==> src/rtl/result_reader_pkg.sv <==
// Shared constants and state encoding for the DRAM result reader.
package result_reader_pkg;

    localparam int unsigned RR_ADDR_W     = 16;
    localparam int unsigned RR_DATA_W     = 8;
    localparam int unsigned RR_FIFO_DEPTH = 4;
    localparam int unsigned RR_COUNT_W    = 16;

    typedef logic [1:0] rr_state_t;

    localparam rr_state_t ST_IDLE  = 2'd0;
    localparam rr_state_t ST_READ  = 2'd1;
    localparam rr_state_t ST_DRAIN = 2'd2;
    localparam rr_state_t ST_DONE  = 2'd3;

endpackage

==> src/rtl/result_reader_sync_fifo.sv <==
// Small synchronous FIFO; head is visible the cycle after a push (no bypass).
module sync_fifo #(
    parameter int unsigned WIDTH = 8,
    parameter int unsigned DEPTH = 4
) (
    input  logic                     i_clk,
    input  logic                     i_rst_n,
    input  logic                     i_push,
    input  logic [WIDTH-1:0]         i_push_data,
    input  logic                     i_pop,
    output logic [WIDTH-1:0]         o_head,
    output logic                     o_full,
    output logic                     o_empty,
    output logic [$clog2(DEPTH):0]   o_count
);
    localparam int unsigned AW = $clog2(DEPTH);
    localparam int unsigned CW = AW + 1;

    logic [WIDTH-1:0] mem_q [DEPTH];
    logic [AW-1:0]    wr_ptr_q;
    logic [AW-1:0]    rd_ptr_q;
    logic [CW-1:0]    count_q;
    logic             do_push;
    logic             do_pop;

    // A push into a full FIFO is only legal when the head leaves on the same edge.
    assign do_pop  = i_pop && (count_q != '0);
    assign do_push = i_push && ((count_q != CW'(DEPTH)) || do_pop);

    always_ff @(posedge i_clk) begin
        if (!i_rst_n) begin
            for (int i = 0; i < int'(DEPTH); i++) begin
                mem_q[i] <= '0;
            end
            wr_ptr_q <= '0;
            rd_ptr_q <= '0;
            count_q  <= '0;
        end else begin
            if (do_push) begin
                mem_q[wr_ptr_q] <= i_push_data;
                wr_ptr_q        <= wr_ptr_q + AW'(1);
            end
            if (do_pop) begin
                rd_ptr_q <= rd_ptr_q + AW'(1);
            end
            case ({do_push, do_pop})
                2'b10:   count_q <= count_q + CW'(1);
                2'b01:   count_q <= count_q - CW'(1);
                default: count_q <= count_q;
            endcase
        end
    end

    assign o_head  = mem_q[rd_ptr_q];
    assign o_full  = (count_q == CW'(DEPTH));
    assign o_empty = (count_q == '0);
    assign o_count = count_q;

endmodule

==> src/rtl/result_reader.sv <==
// Streams a block of DRAM results out through a ready/valid port, with
// credit-based read issue so the output FIFO can never overflow.
module result_reader
    import result_reader_pkg::*;
#(
    parameter int unsigned ADDR_W     = RR_ADDR_W,
    parameter int unsigned DATA_W     = RR_DATA_W,
    parameter int unsigned FIFO_DEPTH = RR_FIFO_DEPTH
) (
    input  logic                  i_clk,
    input  logic                  i_rst_n,
    input  logic                  i_start,
    input  logic [ADDR_W-1:0]     i_base_addr,
    input  logic [RR_COUNT_W-1:0] i_count,
    output logic                  o_busy,
    output logic                  o_done,
    output logic                  o_dram_read,
    output logic [ADDR_W-1:0]     o_dram_addr,
    input  logic [DATA_W-1:0]     i_dram_data,
    output logic                  o_valid,
    output logic [DATA_W-1:0]     o_data,
    input  logic                  i_ready
);
    localparam int unsigned CW    = $clog2(FIFO_DEPTH) + 1;
    localparam int unsigned CNT_W = RR_COUNT_W;

    rr_state_t          state_q, state_d;
    logic [ADDR_W-1:0]  addr_q, addr_d;
    logic [CNT_W-1:0]   count_q, count_d;
    logic [CNT_W-1:0]   issued_q, issued_d;
    logic               read_q, read_d;
    logic               inflight_q;
    logic               busy_q, busy_d;
    logic               done_q, done_d;

    logic               fifo_full;
    logic               fifo_empty;
    logic [CW-1:0]      fifo_count;
    logic [DATA_W-1:0]  fifo_head;
    logic               pop;
    logic [CW:0]        occ;
    logic               credit_ok;

    assign pop = !fifo_empty && i_ready;

    // Slots already spoken for: buffered + returning next edge + strobed this cycle.
    assign occ       = (CW+1)'(fifo_count) + (CW+1)'(read_q) + (CW+1)'(inflight_q);
    assign credit_ok = !fifo_full && (occ < (CW+1)'(FIFO_DEPTH));

    always_comb begin
        state_d  = state_q;
        addr_d   = addr_q;
        count_d  = count_q;
        issued_d = issued_q;
        read_d   = 1'b0;
        case (state_q)
            ST_IDLE: begin
                if (i_start) begin
                    count_d  = i_count;
                    issued_d = '0;
                    if (i_count == '0) begin
                        state_d = ST_DONE;
                    end else begin
                        state_d  = ST_READ;
                        read_d   = 1'b1;
                        addr_d   = i_base_addr;
                        issued_d = CNT_W'(1);
                    end
                end
            end
            ST_READ: begin
                if (read_q && (issued_q == count_q)) begin
                    state_d = ST_DRAIN;
                end else if ((issued_q < count_q) && credit_ok) begin
                    read_d   = 1'b1;
                    addr_d   = addr_q + ADDR_W'(1);
                    issued_d = issued_q + CNT_W'(1);
                end
            end
            ST_DRAIN: begin
                if (!inflight_q && (fifo_empty || ((fifo_count == CW'(1)) && pop))) begin
                    state_d = ST_DONE;
                end
            end
            ST_DONE: begin
                state_d = ST_IDLE;
            end
            default: begin
                state_d = ST_IDLE;
            end
        endcase
        busy_d = (state_d != ST_IDLE);
        done_d = (state_d == ST_DONE);
    end

    // Clearing inflight on reset drops any DRAM beat still on its way back.
    always_ff @(posedge i_clk) begin
        if (!i_rst_n) begin
            state_q    <= ST_IDLE;
            addr_q     <= '0;
            count_q    <= '0;
            issued_q   <= '0;
            read_q     <= 1'b0;
            inflight_q <= 1'b0;
            busy_q     <= 1'b0;
            done_q     <= 1'b0;
        end else begin
            state_q    <= state_d;
            addr_q     <= addr_d;
            count_q    <= count_d;
            issued_q   <= issued_d;
            read_q     <= read_d;
            inflight_q <= read_q;
            busy_q     <= busy_d;
            done_q     <= done_d;
        end
    end

    sync_fifo #(
        .WIDTH (DATA_W),
        .DEPTH (FIFO_DEPTH)
    ) u_fifo (
        .i_clk       (i_clk),
        .i_rst_n     (i_rst_n),
        .i_push      (inflight_q),
        .i_push_data (i_dram_data),
        .i_pop       (pop),
        .o_head      (fifo_head),
        .o_full      (fifo_full),
        .o_empty     (fifo_empty),
        .o_count     (fifo_count)
    );

    assign o_busy      = busy_q;
    assign o_done      = done_q;
    assign o_dram_read = read_q;
    assign o_dram_addr = addr_q;
    assign o_valid     = !fifo_empty;
    assign o_data      = fifo_head;

endmodule

==> config.mk <==
export PLATFORM = sky130hd
export DESIGN_NAME = result_reader
export DESIGN_NICKNAME = d
export VERILOG_FILES = /design/src/rtl/result_reader_pkg.sv /design/src/rtl/result_reader_sync_fifo.sv /design/src/rtl/result_reader.sv
export SDC_FILE = /design/constraint.sdc
export NUM_CORES = 1
export LEC_CHECK = 0
export CAP_MARGIN = 20
export CORE_AREA = 3 3 105 107
export DETAILED_ROUTE_END_ITERATION = 16
export DIE_AREA = 0 0 108 110
export GPL_TIMING_DRIVEN = 0
export PLACE_DENSITY = 0.75
export SYNTH_ARGS = -nofsm -noshare
export SYNTH_HDL_FRONTEND = slang
export SYNTH_SLANG_ARGS = --single-unit
==> constraint.sdc <==
create_clock -name i_clk -period 2.4 [get_ports i_clk]
set_input_delay 0.48 -clock i_clk [delete_from_list [all_inputs] [get_ports i_clk]]
set_output_delay 0.48 -clock i_clk [all_outputs]
set_load 0.1 [all_outputs]
==> summary.md, run 1 <==
| Metric | Value |
|---|---|
| Crit. End Element | flip-flop |
| Final net count | between 700 and 800 |
| Starting Density | 48.6% |
| Synth area leader | dfxtp_1 |
| Sink Count | 95 |
| GP Congestion | 0.888 |
| Crit path DAT | 2790 ps |
| Die Area | around 0.012 mm2 |
| DRC viols | 0 |
| Global-route wire length before repair | between 20 and 25 mm |
| Die W | 108 um |
| RSZ-0062 raised after global routing | true |
| Leak | roughly 2.5 nW |
| Cts bufs inserted | 9 |
| CP max FO | 6 |
| Synth cell count leaders | nand2_1 (75), dfxtp_1 (63), a21oi_1 (44) |
| FF+latch area | approximately 0.0023 mm2 |
| Simple-Gate Fraction of Synth Area | a little over a fifth |
| GRT Total Usage | 23.5% |
| MaxCap Viol Count | 0 |
| Synth Warn # | 0 |
| Vias in the first global route | ~4.5k |
| Port buffer count | 70 |
| Core Rows | 37 |
| I/O pins | between 70 and 80 |
| Seq pwr share | 40.2% |
| Worst-Skew Late Latency | roughly 380 ps |
| Distinct cells, synth | 58 |
| Maximum clock path buffer count | 2 |
| Maximum clock rate | 405 MHz |
| Clock share of power | between 20% and 30% |
| Post-layout min period | 2470 ps |
| Hold Path Stages | 2 |
| Via density per instance | 5.99 |
| Pin count of the biggest net entering global routing | 19 |
| Failing checks | setup timing |
| Area share of fa/ha/maj cells after synthesis | 6.04% |
| CTS Hold Buffers Added | 0 |
| Internal power | around 0.0028 W |
| Worst slew pin tran | between 900 and 1000 ps |
| NetSw | just over 0.002 W |
| Worst-path clk slew | about 100 ps |
| RR Startpoint | issued_q[13] |
| Register area share after synthesis | between 40 and 50% |
| Wire per inst | between 15 and 20 um |
| Flop2flop setup slack | -70 ps |
| Root Driver | clkbuf_8 |
| Comb pwr share | a little under two fifths |
| Antenna-violating nets left | 0 |
| Post-synth ARST share | 0% |
| DRC violation total after the first TritonRoute iteration | approximately 360 |
| Crit start category | flip-flop |
| Status | complete, but fails checks |
| Syn Inst Count | approximately 550 |
| Mapped Area | a little under 0.005 mm2 |
| Required @ worst endpoint | approximately 2700 ps |
| Maximum vdd drop | between 0.0004 and 0.0005 V |
| Top post-synthesis cells by area | dfxtp_1 (25%), edfxtp_1 (19%), ha_1 (6.0%) |
| Detailed placement HPWL | ~10 mm |
| Setup violators final | 8 |
| Worst Hold Class | flip-flop to flip-flop |
| Share of cells above drive strength 1 | 18.3% |
| Worst hold endpoint | count_q[10] |
| Post-synthesis compound-gate area fraction | a little under a fifth |
| Worst clock skew | 13.7 ps |
| Top-area cell type share of the netlist area | ~25% |
| H-tree levels | 3 |
| DP Worst Slack | -723 ps |
| Sw Share | 42.6% |
| Core Area | between 0.01 and 0.015 mm2 |
| Cell area power density | approximately 750 mW/mm2 |
| Multi-input logic area | about 0.0028 mm2 |
| Ant. Diodes | 0 |
| Wirelength, routed | between 10 and 15 mm |
| Synthesis-stage register bit count | 95 |
| Post-synth EDFFs | 32 |
| Most common cell in the netlist | nand2_1 |
| Worst r2r path cells | 7 |
| Initial antenna violation count | 0 |
| Final critical-path share of the clock period | 103% |
| Combinational family with the most area after synthesis | simple AND/OR/NAND/NOR gates |
| Grt ovf | 0 |
| Vias | 4721 |
| Final hold vios | 0 |
| Reg2reg end | issued_q[6] |
| Placed cell area | about 0.0059 mm2 |
| Max Slew Vio Count | 0 |
| Design Area, Final | between 0.006 and 0.007 mm2 |
| Post-synthesis mux area share | around 4.0% |
| Min-delay src | count_q[10] |
| Total power | between 0.004 and 0.005 W |
| Drt pass-1 iters | 5 |
| Ys flop type | dfxtp_1 |
| Max-slew headroom | between 30% and 40% |
| CTS tree | yes |
| Post-Synth XOR/XNOR Area | roughly 1.1% |
| Area Growth Syn to Fin | 29.3% |
| Fillers | approximately 860 |
| Final WS setup | -68.9 ps |
| Die height | between 100 and 150 um |
| Setup Crit Path Kind | flip-flop to flip-flop |
| Syn_nets | 620 |
| Syn_area_per_cell | 9.01 um2 |
-- per-layer routing --
layer	wire, um	vias up	global-route usage, %
li1	-	2214	-
met1	5500	2242	27.7
met2	7290	226	42.1
met3	1070	39	5.47
met5	0	-	0
met4	341	0	8.39
-- worst max-delay path, stage by stage (launching register included) --
cell and delay [ps]:
dfxtp_2 420, ha_4 240, nand4_4 100, nor3_1 90
or3_4 410, o31a_1 420, or4_1 570, a21oi_2 150
-- kinds of logic (layout without fill, tap and decap cells) --
group / after synthesis / count (layout)
compound gates: 139 / 139
flops: 95 / 95
fa+ha+maj: 24 / 24
buf+inv: 62 / 162
mux: 10 / 10
simple gates: 216 / 216
xor+xnor: 6 / 6
-- layout by cell type (no fill, tap or decap), drive strengths merged, types with 15 or more instances in the layout --
| cell type | instances |
|---|---|
| inv | 37 |
| dlygate4sd2 | 15 |
| buf | 31 |
| a21oi | 44 |
| dfxtp | 63 |
| nand3 | 28 |
| clkbuf | 29 |
| ha | 24 |
| o31ai | 15 |
| nor2 | 43 |
| edfxtp | 32 |
| o21ai | 28 |
| nand2 | 76 |
| clkdlybuf4s50 | 43 |
-- state kept, by name, summed over array words and instances (netlist names), named ones only --
signal	cells
u_fifo.mem_q	32
u_fifo.wr_ptr_q	2
u_fifo.o_count	3
issued_q	16
count_q	16
state_q	2
u_fifo.rd_ptr_q	2
o_done	1
inflight_q	1
o_dram_addr	16
o_dram_read	1
o_busy	1
-- power by group through the flow --
stage	logic [W]	registers [W]	clock network, W
after floorplan	0.00111	0.00215	0
after CTS	0.00176	0.00193	0.00109
final	0.00181	0.00194	0.00107
after global placement	0.00175	0.00192	0
after detailed placement	0.00179	0.00193	0
after global routing	0.00190	0.00196	0.00115
-- worst max-delay path by stage --
stage / from / end / slack, ps
detailed placement: i_ready / u_fifo.mem_q[0][4] / -720
global route: count_q[11] / issued_q[6] / -140
finish: issued_q[13] / issued_q[6] / -70
global placement: i_start / issued_q[5] / -750
CTS: flip-flop / o_data[1] / -40
floorplan: o_dram_read / o_dram_addr[0] / 30
-- layout make-up --
type	count	area share [%]
well taps	136	2.65
plain buffers	26	2.01
flip-flops and latches	95	35.1
multi-input cells	395	43.0
clock buffers	10	2.14
clock inverters	6	0.973
inverters	34	1.99
repair buffers	86	12.2
-- stage by stage --
stage	instances	hold WS, ps	util [%]	setup TNS (ps)
5_1_grt	788	479	62.8	-2430
6_report	788	460	62.8	-151
3_3_place_gp	758	446	57.1	-31780
4_1_cts	785	462	61.0	-38.6
3_5_place_dp	761	450	57.3	-25520
2_1_floorplan	552	436	-	0
-- repair_timing --
| item | CTS | global route |
|---|---|---|
| buffers inserted | 8 | 3 |
| hold endpoints to repair | 0 | 0 |
| cloned | 1 | 1 |
| pin swaps | 10 | 23 |
| gates resized for setup | 91 | 53 |
| setup endpoints to repair | 80 | 49 |
(Power assumes the default switching activity.)
==> run 2, diff against run 1 <==
--- a/config.mk
+++ b/config.mk
@@ -6,11 +6,10 @@
 export NUM_CORES = 1
 export LEC_CHECK = 0
 export CAP_MARGIN = 20
-export CORE_AREA = 3 3 105 107
+export CORE_AREA = 3 3 124 126
 export DETAILED_ROUTE_END_ITERATION = 16
-export DIE_AREA = 0 0 108 110
+export DIE_AREA = 0 0 127 129
 export GPL_TIMING_DRIVEN = 0
-export PLACE_DENSITY = 0.75
 export SYNTH_ARGS = -nofsm -noshare
 export SYNTH_HDL_FRONTEND = slang
 export SYNTH_SLANG_ARGS = --single-unit
==> summary.md, run 2 (synthesis gave the netlist of run 1 again) <==
| Metric | Value |
|---|---|
| Status | finished, final reports clean |
| Hold Path Stages | 2 |
| Crit. End Element | flip-flop |
| Required @ worst endpoint | around 2700 ps |
| Max-slew headroom | a little over a third |
| Wirelength, routed | 15.1 mm |
| Worst-path clk slew | around 70 ps |
| Maximum clock path buffer count | 2 |
| Most common cell after layout, fill and taps aside | nand2_1 |
| Root Driver | clkbuf_16 |
| Min-delay src | count_q[12] |
| Most common cell on crit path | a21oi_2 |
| Dpl cells | a little over 800 |
| Crit path DAT | 2660 ps |
| CTS tree | yes |
| Worst-Skew Late Latency | 340 ps |
| Global-route wire length before repair | 23.3 mm |
| Crit start category | flip-flop |
| Most frequent cells in the layout | nand2_1 (75), clkdlybuf4s50_1 (46), dfxtp_1 (44) |
| Vias in the first global route | 4632 |
| Die W | ~130 um |
| Area Growth Syn to Fin | 34.8% |
| RR Startpoint | count_q[11] |
| Maximum vdd drop | ~0.00035 V |
| Cts bufs inserted | 9 |
| Worst Hold Class | flip-flop to flip-flop |
| H-tree levels | 3 |
| CP max FO | 6 |
| Die Area | 0.0164 mm2 |
| Crit path cell chain | inv_1 > ha_4 > a21oi_2 > o21ai_1 > or3_4 > o31a_1 > or4_1 > a21oi_2 |
| Detailed placement HPWL | about 11 mm |
| Flop2flop setup slack | approximately 13 ps |
| Final critical-path share of the clock period | around 99% |
| Ant. Diodes | 0 |
| Post-layout min period | 2390 ps |
| I/O pins | a little over 70 |
| Maximum clock rate | ~420 MHz |
| Slowest-stage cell, CP | or4_1 |
| Port buffer count | 70 |
| Final hold vios | 0 |
| GRT Total Usage | about 18% |
| Grt ovf | 0 |
| RSZ-0062 raised after global routing | true |
| Initial antenna violation count | 0 |
| Finished Core Util | ~46% |
| Worst hold endpoint | count_q[12] |
| Core Rows | 44 |
| Via density per instance | around 5.6 |
| DRC viols | 0 |
| DRC violation total after the first TritonRoute iteration | around 510 |
| GP Congestion | roughly 0.85 |
| CTS Hold Buffers Added | 0 |
| Max Slew Vio Count | 0 |
| Fillers | ~1.4k |
| Leak | 2.58 nW |
| Share of cells above drive strength 1 | approximately 19% |
| Setup Crit Path Kind | flip-flop to flip-flop |
| FF+latch area | 0.00225 mm2 |
| Pin count of the biggest net entering global routing | 16 |
| Crit path largest cell delay | ~560 ps |
| Setup violators final | 0 |
| Vias | about 4.7k |
| Wire per inst | 17.8 um |
| Fin cells | about 850 |
| Starting Density | 34.5% |
| Antenna-violating nets left | 0 |
| Worst slew pin tran | ~970 ps |
| Die height | 129 um |
| Cell area power density | approximately 790 mW/mm2 |
| Multi-input logic area | 0.00279 mm2 |
| Sink Count | 95 |
| Core Area | roughly 0.014 mm2 |
| Most flops, register | u_fifo.mem_q |
| Drt pass-1 iters | 5 |
| Final net count | 724 |
| MaxCap Viol Count | 0 |
| Worst r2r path cells | 8 |
| Worst clock skew | a little under 9 ps |
| Max reg flops | 32 |
| Reg2reg end | issued_q[6] |
==> run 2: changes by cell type in the layout (fill, tap and decap cells not counted), sizes merged <==
cell,before,now
dlygate4sd2,15,12
inv,37,34
clkdlybuf4s50,43,46
clkbuf,29,31
buf,31,40
bufinv,0,2
clkinvlp,0,1
clkinv,3,1
==> run 2: layout make-up <==
cell class	instances	share of cell area [%]
sequential	95	33.6
timing repair buffer	96	12.9
clock inverter	4	1.08
tap	184	3.44
buffer	25	1.96
multi-input combinational	395	41.6
clock buffer	12	3.53
inverter	34	1.90
==> run 2: worst max-delay path by stage <==
| stage | endpoint | cells after the start | start |
|---|---|---|---|
| after floorplan | o_dram_addr[0] | 8 | o_dram_read |
| after global placement | issued_q[5] | 7 | i_start |
| after detailed placement | issued_q[5] | 8 | i_start |
| after CTS | issued_q[7] | 9 | count_q[13] |
| after global routing | o_dram_addr[1] | 9 | count_q[11] |
| final | issued_q[6] | 8 | count_q[11] |
==> run 2: layer usage <==
layer	vias up	global-route usage (%)	wire length, um
li1	2234	-	-
met1	2276	21.7	6070
met2	179	31.8	7700
met3	33	3.28	943
met4	0	5.99	361
met5	-	0	0
==> run 2: report_power, final <==
part           switching [W]  internal, W  leakage, nW
clock network       0.000611     0.000913        0.147
logic                0.00127     0.000576         1.58
registers           0.000149      0.00179        0.856
total                0.00203      0.00328         2.58
==> run 2: critical path: cells and delay by family, from the launching register on <==
kind / cells / cell delay [ps]
flops: 1 / 320
fa+ha+maj: 1 / 250
simple gates: 2 / 960
buf+inv: 1 / 60
compound gates: 4 / 710
==> run 2: stage by stage <==
step,TNS (ps),power (W),hold slack (ps),worst slack [ps],instance area (um2)
2_1_floorplan,0,0.00325,436,27.0,4970
3_3_place_gp,-37800,0.00370,448,-805,5900
3_5_place_dp,-22490,0.00374,448,-593,5940
4_1_cts,-5.32,0.00528,457,-2.84,6490
5_1_grt,-873,0.00553,479,-71.6,6700
6_report,0,0.00531,452,13.5,6700
==> run 2: repair_timing <==
action                     CTS  global route
setup buffers               10             9
setup endpoints to repair   61            63
pin swaps                   13            22
cloned                       0             2
gates resized for setup     79            64
==> run 3, diff against run 2 <==
--- a/config.mk
+++ b/config.mk
@@ -6,9 +6,9 @@
 export NUM_CORES = 1
 export LEC_CHECK = 0
 export CAP_MARGIN = 20
-export CORE_AREA = 3 3 124 126
+export CORE_AREA = 2 2 123 125
 export DETAILED_ROUTE_END_ITERATION = 16
-export DIE_AREA = 0 0 127 129
+export DIE_AREA = 0 0 125 127
 export GPL_TIMING_DRIVEN = 0
 export SYNTH_ARGS = -nofsm -noshare
 export SYNTH_HDL_FRONTEND = slang
==> constraint.sdc (replaced) <==
create_clock -name i_clk -period 2 [get_ports i_clk]
set_input_delay 0.4 -clock i_clk [delete_from_list [all_inputs] [get_ports i_clk]]
set_output_delay 0.4 -clock i_clk [all_outputs]
set_load 0.1 [all_outputs]
==> summary.md, run 3 (synthesis gave the netlist of run 1 again) <==
| Metric | Value |
|---|---|
| Status | complete, but fails checks |
| Failing checks | setup timing |
| Sink Count | 95 |
| Worst slew pin tran | roughly 960 ps |
| Hold WS | roughly 460 ps |
| Fillers | 1329 |
| FF+latch area | about 0.0023 mm2 |
| Max Slew Vio Count | 0 |
| Crit start category | flip-flop |
| Cell area power density | 931 mW/mm2 |
| Worst clock skew | 11.0 ps |
| Total power | just under 0.007 W |
| Pin count of the biggest net entering global routing | 21 |
| Grt ovf | 0 |
| Vias | slightly below 5k |
| Drt pass-1 iters | 5 |
| Max-slew headroom | a little over a third |
| Maximum clock path buffer count | 2 |
| Die W | between 100 and 150 um |
| Core Area | 0.0144 mm2 |
| Most frequent cells in the layout | nand2_1 (72), clkdlybuf4s50_1 (42), nor2_1 (39) |
| Root Driver | clkbuf_16 |
| Multi-input logic area | 0.00301 mm2 |
| Initial antenna violation count | 0 |
| Worst Hold Class | flip-flop to flip-flop |
| Crit path largest cell delay | roughly 380 ps |
| H-tree levels | 3 |
| DP Worst Slack | -889 ps |
| Crit. Startpoint | count_q[13] |
| Die Area | between 0.015 and 0.02 mm2 |
| GRT Total Usage | between 10% and 20% |
| Global-route wire length before repair | between 20 and 25 mm |
| CTS tree | yes |
| Port buffer count | 70 |
| Crit. End Element | flip-flop |
| Vias in the first global route | between 4k and 5k |
| Maximum vdd drop | between 0.0004 and 0.0005 V |
| I/O pins | 72 |
| WP buf/inv | 3 |
| Wire per inst | 18.2 um |
| Max reg flops | 32 |
| Detailed placement HPWL | a little over 10 mm |
| Sum Neg Setup Slack | -11100 ps |
| CP max FO | 4 |
| Final critical-path share of the clock period | 123% |
| Starting Density | between 30% and 40% |
| Post-layout min period | between 2000 and 2500 ps |
| Die height | roughly 130 um |
| Worst-Skew Late Latency | around 360 ps |
| Final WS setup | -460 ps |
| GP Congestion | 0.884 |
| Antenna-violating nets left | 0 |
| Maximum clock rate | a little over 400 MHz |
| Setup Crit Path Kind | flip-flop to flip-flop |
| Setup violators final | 40 |
| CTS Hold Buffers Added | 0 |
| Ant. Diodes | 0 |
| Worst-path clk slew | roughly 80 ps |
| RR Startpoint | count_q[13] |
| Final net count | between 700 and 800 |
| MaxCap Viol Count | 0 |
| Finished Core Util | 50.2% |
| Final hold vios | 0 |
| Required @ worst endpoint | approximately 2300 ps |
| Crit path cell chain | inv_2 > ha_4 > nand4_4 > o21ai_1 > or3_4 > buf_4 > o31ai_4 > nand2_2 > buf_6 > a221oi_1 |
| Cts bufs inserted | 9 |
| Share of cells above drive strength 1 | a little under a third |
| Crit path DAT | about 2700 ps |
| Slowest-stage cell, CP | or3_4 |
| Most common cell after layout, fill and taps aside | nand2_1 |
| Min-delay src | count_q[6] |
| Via density per instance | about 5.6 |
| Wirelength, routed | 15.7 mm |
| DRC viols | 0 |
| Most flops, register | u_fifo.mem_q |
| Core Rows | 44 |
| Area Growth Syn to Fin | 45.5% |
| Leak | about 2.7 nW |
| DRC violation total after the first TritonRoute iteration | approximately 440 |
| Largest delay share family, worst path | compound AO/OA/AOI/OAI gates |
| RSZ-0062 raised after global routing | true |
## run 3: final timing paths
path / endpoint / slack [ps] / depth (start not counted)
worst max-delay path: issued_q[0] / -460 / 10
worst min-delay path: count_q[6] / 460 / 2
worst max register to register: issued_q[0] / -460 / 10
worst min register to register: count_q[6] / 460 / 2
## run 3: repair_timing
item                                    CTS  global route
resized for setup                       185            64
endpoints found under the setup margin  139            97
buffers inserted                         33             8
pin swaps                                23            17
cloned                                    3             0
endpoints found under the hold margin     0             0
## run 3: metrics by stage
stage               instance area [um2]  instances
detailed placement                 6060        806
floorplan                          5130        552
global route                       7230        862
global placement                   6060        806
finish                             7230        862
CTS                                7020        856
## run 3: routing by layer
layer | vias to the layer above | GRT usage (%) | routed length [um]
li1 | 2265 | - | -
met1 | 2338 | 24.2 | 6710
met2 | 198 | 33.0 | 7620
met3 | 32 | 4.73 | 1020
met4 | 0 | 8.95 | 348
met5 | - | 0 | 0
## run 3: worst reg2reg max path: stages, from the launching register on
cell,delay (ps)
dfxtp_2,340
inv_2,40
ha_4,240
nand4_4,130
o21ai_1,80
or3_4,380
buf_4,160
o31ai_4,330
nand2_2,160
buf_6,160
a221oi_1,330
## run 3: final cells by class
cell class / count / share of cell area [%]
Buffer: 26 / 2.21
Clock buffer: 9 / 3.11
Clock inverter: 7 / 1.12
Inverter: 34 / 1.76
Multi-Input combinational cell: 395 / 41.6
Sequential cell: 95 / 31.8
Tap cell: 184 / 3.18
Timing Repair Buffer: 112 / 15.2
## run 3: report_power, final
part	internal (W)	switching, W
clock network	0.000895	0.000891
logic	0.000977	0.00166
registers	0.00216	0.000163
